## src/rtl/regfile_wb.sv

```systemverilog
// regfile_wb: architectural register file, NZCV flag register and a one-entry
// write-back stage for the EEP-style datapath.
//
// Results from the ALU are accepted into a pending entry through a
// valid/ready handshake. They commit to the register file and flags on the
// following edge unless that commit is stalled or flushed. Both read ports
// and the carry output bypass the pending entry, so the ALU always sees the
// newest value.
//
// Ports:
//   clk, rst_n           clock (rising edge), asynchronous active-low reset
//   rdaddra, rdaddrb     read addresses for ports A and B
//   ra, rb               bypassed read data (combinational)
//   flagc_out            bypassed carry flag, feeds the ALU carry-in
//   flags                committed {N,Z,C,V} (not bypassed)
//   wb_valid, wb_ready   write-back request handshake
//   wb_addr, wb_data     destination register and result
//   wb_we, wb_setflags   write-register / update-flags qualifiers
//   wb_flagc, wb_flagv   carry and overflow from the ALU
//   commit_stall         hold the pending entry
//   flush                discard the pending entry
module regfile_wb #(
    parameter int REG_WIDTH = 16,
    parameter int NREGS     = 8,
    localparam int AW       = (NREGS > 1) ? $clog2(NREGS) : 1
) (
    input  logic                 clk,
    input  logic                 rst_n,
    input  logic [AW-1:0]        rdaddra,
    input  logic [AW-1:0]        rdaddrb,
    output logic [REG_WIDTH-1:0] ra,
    output logic [REG_WIDTH-1:0] rb,
    output logic                 flagc_out,
    output logic [3:0]           flags,
    input  logic                 wb_valid,
    output logic                 wb_ready,
    input  logic [AW-1:0]        wb_addr,
    input  logic [REG_WIDTH-1:0] wb_data,
    input  logic                 wb_we,
    input  logic                 wb_setflags,
    input  logic                 wb_flagc,
    input  logic                 wb_flagv,
    input  logic                 commit_stall,
    input  logic                 flush
);

    // Register count widened by one bit so the range check works for
    // non-power-of-two register counts.
    localparam logic [AW:0] NREGS_W = (AW + 1)'(NREGS);

    logic [REG_WIDTH-1:0] regs [NREGS];
    logic [3:0]           flagreg;

    logic                 p_valid;
    logic [AW-1:0]        p_addr;
    logic [REG_WIDTH-1:0] p_data;
    logic                 p_we;
    logic                 p_setf;
    logic                 p_n;
    logic                 p_z;
    logic                 p_c;
    logic                 p_v;

    logic accept;
    logic commit;
    logic p_addr_ok;
    logic rda_ok;
    logic rdb_ok;

    assign rda_ok    = ({1'b0, rdaddra} < NREGS_W);
    assign rdb_ok    = ({1'b0, rdaddrb} < NREGS_W);
    assign p_addr_ok = ({1'b0, p_addr}  < NREGS_W);

    // Ready never looks at wb_valid, so no combinational loop can form
    // through an upstream stage that waits for ready.
    assign wb_ready = !flush && (!p_valid || !commit_stall);
    assign accept   = wb_valid && wb_ready;
    assign commit   = p_valid && !commit_stall && !flush;

    // Pending entry. A flush blocks accept through wb_ready, so the flush
    // branch only has to drop the entry.
    always_ff @(posedge clk or negedge rst_n) begin
        if (!rst_n) begin
            p_valid <= 1'b0;
            p_addr  <= '0;
            p_data  <= '0;
            p_we    <= 1'b0;
            p_setf  <= 1'b0;
            p_n     <= 1'b0;
            p_z     <= 1'b0;
            p_c     <= 1'b0;
            p_v     <= 1'b0;
        end else begin
            if (flush) begin
                p_valid <= 1'b0;
            end else if (accept) begin
                p_valid <= 1'b1;
            end else if (commit) begin
                p_valid <= 1'b0;
            end

            if (accept) begin
                p_addr <= wb_addr;
                p_data <= wb_data;
                p_we   <= wb_we;
                p_setf <= wb_setflags;
                p_n    <= wb_data[REG_WIDTH-1];
                p_z    <= (wb_data == '0);
                p_c    <= wb_flagc;
                p_v    <= wb_flagv;
            end
        end
    end

    // Architectural registers; out-of-range destinations are dropped.
    always_ff @(posedge clk or negedge rst_n) begin
        if (!rst_n) begin
            for (int unsigned i = 0; i < NREGS; i++) begin
                regs[i] <= '0;
            end
        end else if (commit && p_we && p_addr_ok) begin
            regs[p_addr] <= p_data;
        end
    end

    always_ff @(posedge clk or negedge rst_n) begin
        if (!rst_n) begin
            flagreg <= '0;
        end else if (commit && p_setf) begin
            flagreg <= {p_n, p_z, p_c, p_v};
        end
    end

    // Read ports: range check first, then pending-entry bypass, then the
    // register file.
    always_comb begin
        ra = '0;
        if (rda_ok) begin
            if (p_valid && p_we && (p_addr == rdaddra)) begin
                ra = p_data;
            end else begin
                ra = regs[rdaddra];
            end
        end
    end

    always_comb begin
        rb = '0;
        if (rdb_ok) begin
            if (p_valid && p_we && (p_addr == rdaddrb)) begin
                rb = p_data;
            end else begin
                rb = regs[rdaddrb];
            end
        end
    end

    assign flagc_out = (p_valid && p_setf) ? p_c : flagreg[1];
    assign flags     = flagreg;

endmodule

```

## config.mk

```make
export PLATFORM = sky130hd
export DESIGN_NAME = regfile_wb
export DESIGN_NICKNAME = d
export VERILOG_FILES = /design/src/rtl/regfile_wb.sv
export SDC_FILE = /design/constraint.sdc
export NUM_CORES = 1
export LEC_CHECK = 0
export ABC_CLOCK_PERIOD_IN_PS = 3200
export CORE_MARGIN = 3
export CORE_UTILIZATION = 40
export CTS_CLUSTER_DIAMETER = 150
export DETAILED_ROUTE_END_ITERATION = 8
export SYNTH_ARGS = -nofsm -noshare
export SYNTH_HDL_FRONTEND = slang
export SYNTH_SLANG_ARGS = --single-unit
export TNS_END_PERCENT = 20
```

## constraint.sdc

```tcl
create_clock -name clk -period 3.2 [get_ports clk]
set_input_delay 0.64 -clock clk [delete_from_list [all_inputs] [get_ports clk]]
set_output_delay 0.64 -clock clk [all_outputs]
set_load 0.005 [all_outputs]
```

==> flow_summary.yaml <==
status:
  status: "completed"
power_and_ir_drop:
  leakage_nw: 5.17
  p_total_mw: 6.27
  ir_worst_vdd_v: 0.000388
  power_density_nw_per_um2: 584
logic_synthesis:
  yosysWarnings: 0
  synth.area.top_cells: "dfrtp_1 45%, mux2_2 27%, mux4_1 19%"
  avgSynthCellArea_um2: 16.6
  synth-edff-count: 0
  ys_seq_area_frac: 0.449
  synth-main-ff-cell: "dfrtp_1"
  syn_inst: 528
  syn_nets: 562
  synth.top_cell.area_share: 0.449
  yosys_register_bits: 157
  syn-cell-area_um2: 8750
  synth_top_cells_by_count: "209 x mux2_2, 157 x dfrtp_1, 64 x mux4_1"
  synth_top_area_cell: "dfrtp_1"
  ys_types: 27
  synthArstFlopShare: 1.00
  synthMostInstantiatedCell: "mux2_2"
route:
  wl_per_cell_um: 25.0
  met2_wirelength_um: 11200
  vias_per_cell: 5.74
  wl_um: 22500
  routed.top_layer: "met4"
  firstDrtPassIters: 4
  drt-initial-drc-count: 290
  drcViolationCount: 0
  ant_nets: 0
  met1_length_um: 9940
  vias: 5150
  wl_met3_um: 886
placement:
  place_ws_ps: -229
  hpwl_um: 14000
  gp_congestion: 0.722
  port_buffers: 71
floorplanning:
  initial_core_util: 0.411
  io-pin-count: 72
  die_h_um: 154
  die_area_um2: 23700
  die_w_um: 154
  rows: 53
  core_area_um2: 21300
critical_path:
  path_max_fanout: 10
  crit_arrival_ps: 2530
  crit_start: "rdaddra[0]"
  critPathLaunchType: "input pin"
  reg2reg_from: "p_valid"
  endpoint_kind: "output pin"
  worstSetupPathType: "in2out"
  required_ps: 2560
timing:
  worst_slew_pin_slew_ps: 737
  holdWs_ps: 276
  fin_worst_skew_ps: 5.36
  rsz0062_at_grt: "yes"
  hold_viol_final: 0
  fmax_mhz: 315
  min_period_over_period: 0.991
  max-slew-margin-rel: 0.509
  slew_viol_final: 0
  fin_setup_tns_ps: 0
  setup_viol: 0
  min_period_ps: 3170
  worst_slack_ps: 27.5
hold_path:
  hp-class: "in2async"
global_routing:
  grt_first_pass_wirelength_um: 34200
  antenna_found_initial: 0
  grt_max_degree: 79
  grt_pass1_vias: 5662
  grt.overflow.total: 0
  track_usage: 0.192
cts:
  clock_latency_ps: 420
  cts.sinks: 157
  clkSlewWorstSetupHoldPaths_ps: 60
  hold_buffers: 0
  cts_root_buffer: "clkbuf_16"
  tritoncts: "built"
  cts_buffer_depth: 2
  cts_inserted_buffers: 17
  cts-htree-levels: 4
finish:
  antennaDiodeCount: 0
  fin_nets: 643
  final_layout_size_suffix_gt1_frac: 0.503
  area_delta_synth_final_pct: 22.7
job:
  cap_violations: 0
## per-layer routing
layer  GRT usage  vias up
met4      0.0580        0
li1            -     2263
met1       0.254     2749
met2       0.326      115
met3      0.0338       23
met5           0        -
## cells by family after synthesis
| logic type | after synthesis | share of synthesized area |
|---|---|---|
| simple gates | 24 | 0.0259 |
| compound gates | 2 | 0.00114 |
| xor+xnor | 6 | 0.00601 |
| flops | 157 | 0.449 |
| buf+inv | 54 | 0.0368 |
| mux | 285 | 0.481 |
## worst max-delay path: stages
cell and delay [ps]:
buf_4 150, buf_12 160, mux4_1 590, mux2_2 280
mux2_2 260, clkdlybuf4s50_1 440
## layout make-up
cell class                      count  area (µm²)
Fill cell                        1739       10600
Multi-Input combinational cell    317        4470
Sequential cell                   157        3930
Timing Repair Buffer              115        1330
Clock buffer                       23         468
Tap cell                          275         344
Clock inverter                      9         183
Inverter                            1        3.75
## final timing paths
kind | slack, ps | cells past startpoint | to
max reg2reg | 1230 | 4 | regs[60]
min in group clk | 510 | 1 | flags[2]
max | 30 | 6 | ra[1]
min reg2reg | 510 | 1 | flags[2]
min | 280 | 1 | regs[126]
max in group asynchronous | 2080 | 2 | p_data[3]
## sequential cells by signal, summed over array words and instances (netlist names)
register / flops
p_we: 1
p_v: 1
p_addr: 3
p_setf: 1
p_z: 1
p_c: 1
p_data: 16
regs: 128
flags: 4
p_valid: 1
## stage by stage
step,utilization,std cells,instance area (µm²)
2_1_floorplan,-,528,8750
3_3_place_gp,0.467,857,9950
3_5_place_dp,0.467,857,9950
4_1_cts,0.502,892,10700
5_1_grt,0.504,897,10700
6_report,0.504,897,10700
## where the power goes
part           internal, mW  switching, mW  total [mW]  leakage (nW)
Clock                  1.43          0.794        2.23         0.308
Combinational         0.950          0.429        1.38          2.77
Sequential             2.34          0.324        2.67          2.09
## what timing repair did
item                                    4_1_cts  5_1_grt
resized for setup                            16       14
endpoints found under the hold margin         0        0
endpoints found under the setup margin       32       24
gates cloned                                  3        1
buffers inserted                              0        4
pin swaps                                     0        1
## cell usage in the layout, fill, tap and decap left out, drive strengths merged, types with 3 or more instances in the layout
cell type / Yosys / final
xnor2: 6 / 6
nand2: 3 / 3
dfrtp: 157 / 157
bufinv: 0 / 5
mux4: 64 / 64
dlymetal6s2s: 0 / 3
clkbuf: 24 / 24
nand4: 4 / 4
dlygate4sd2: 0 / 3
clkdlybuf4s50: 0 / 60
buf: 29 / 47
mux2: 220 / 220
nor4: 5 / 5
No activity file was read; power rests on OpenSTA's default activity.
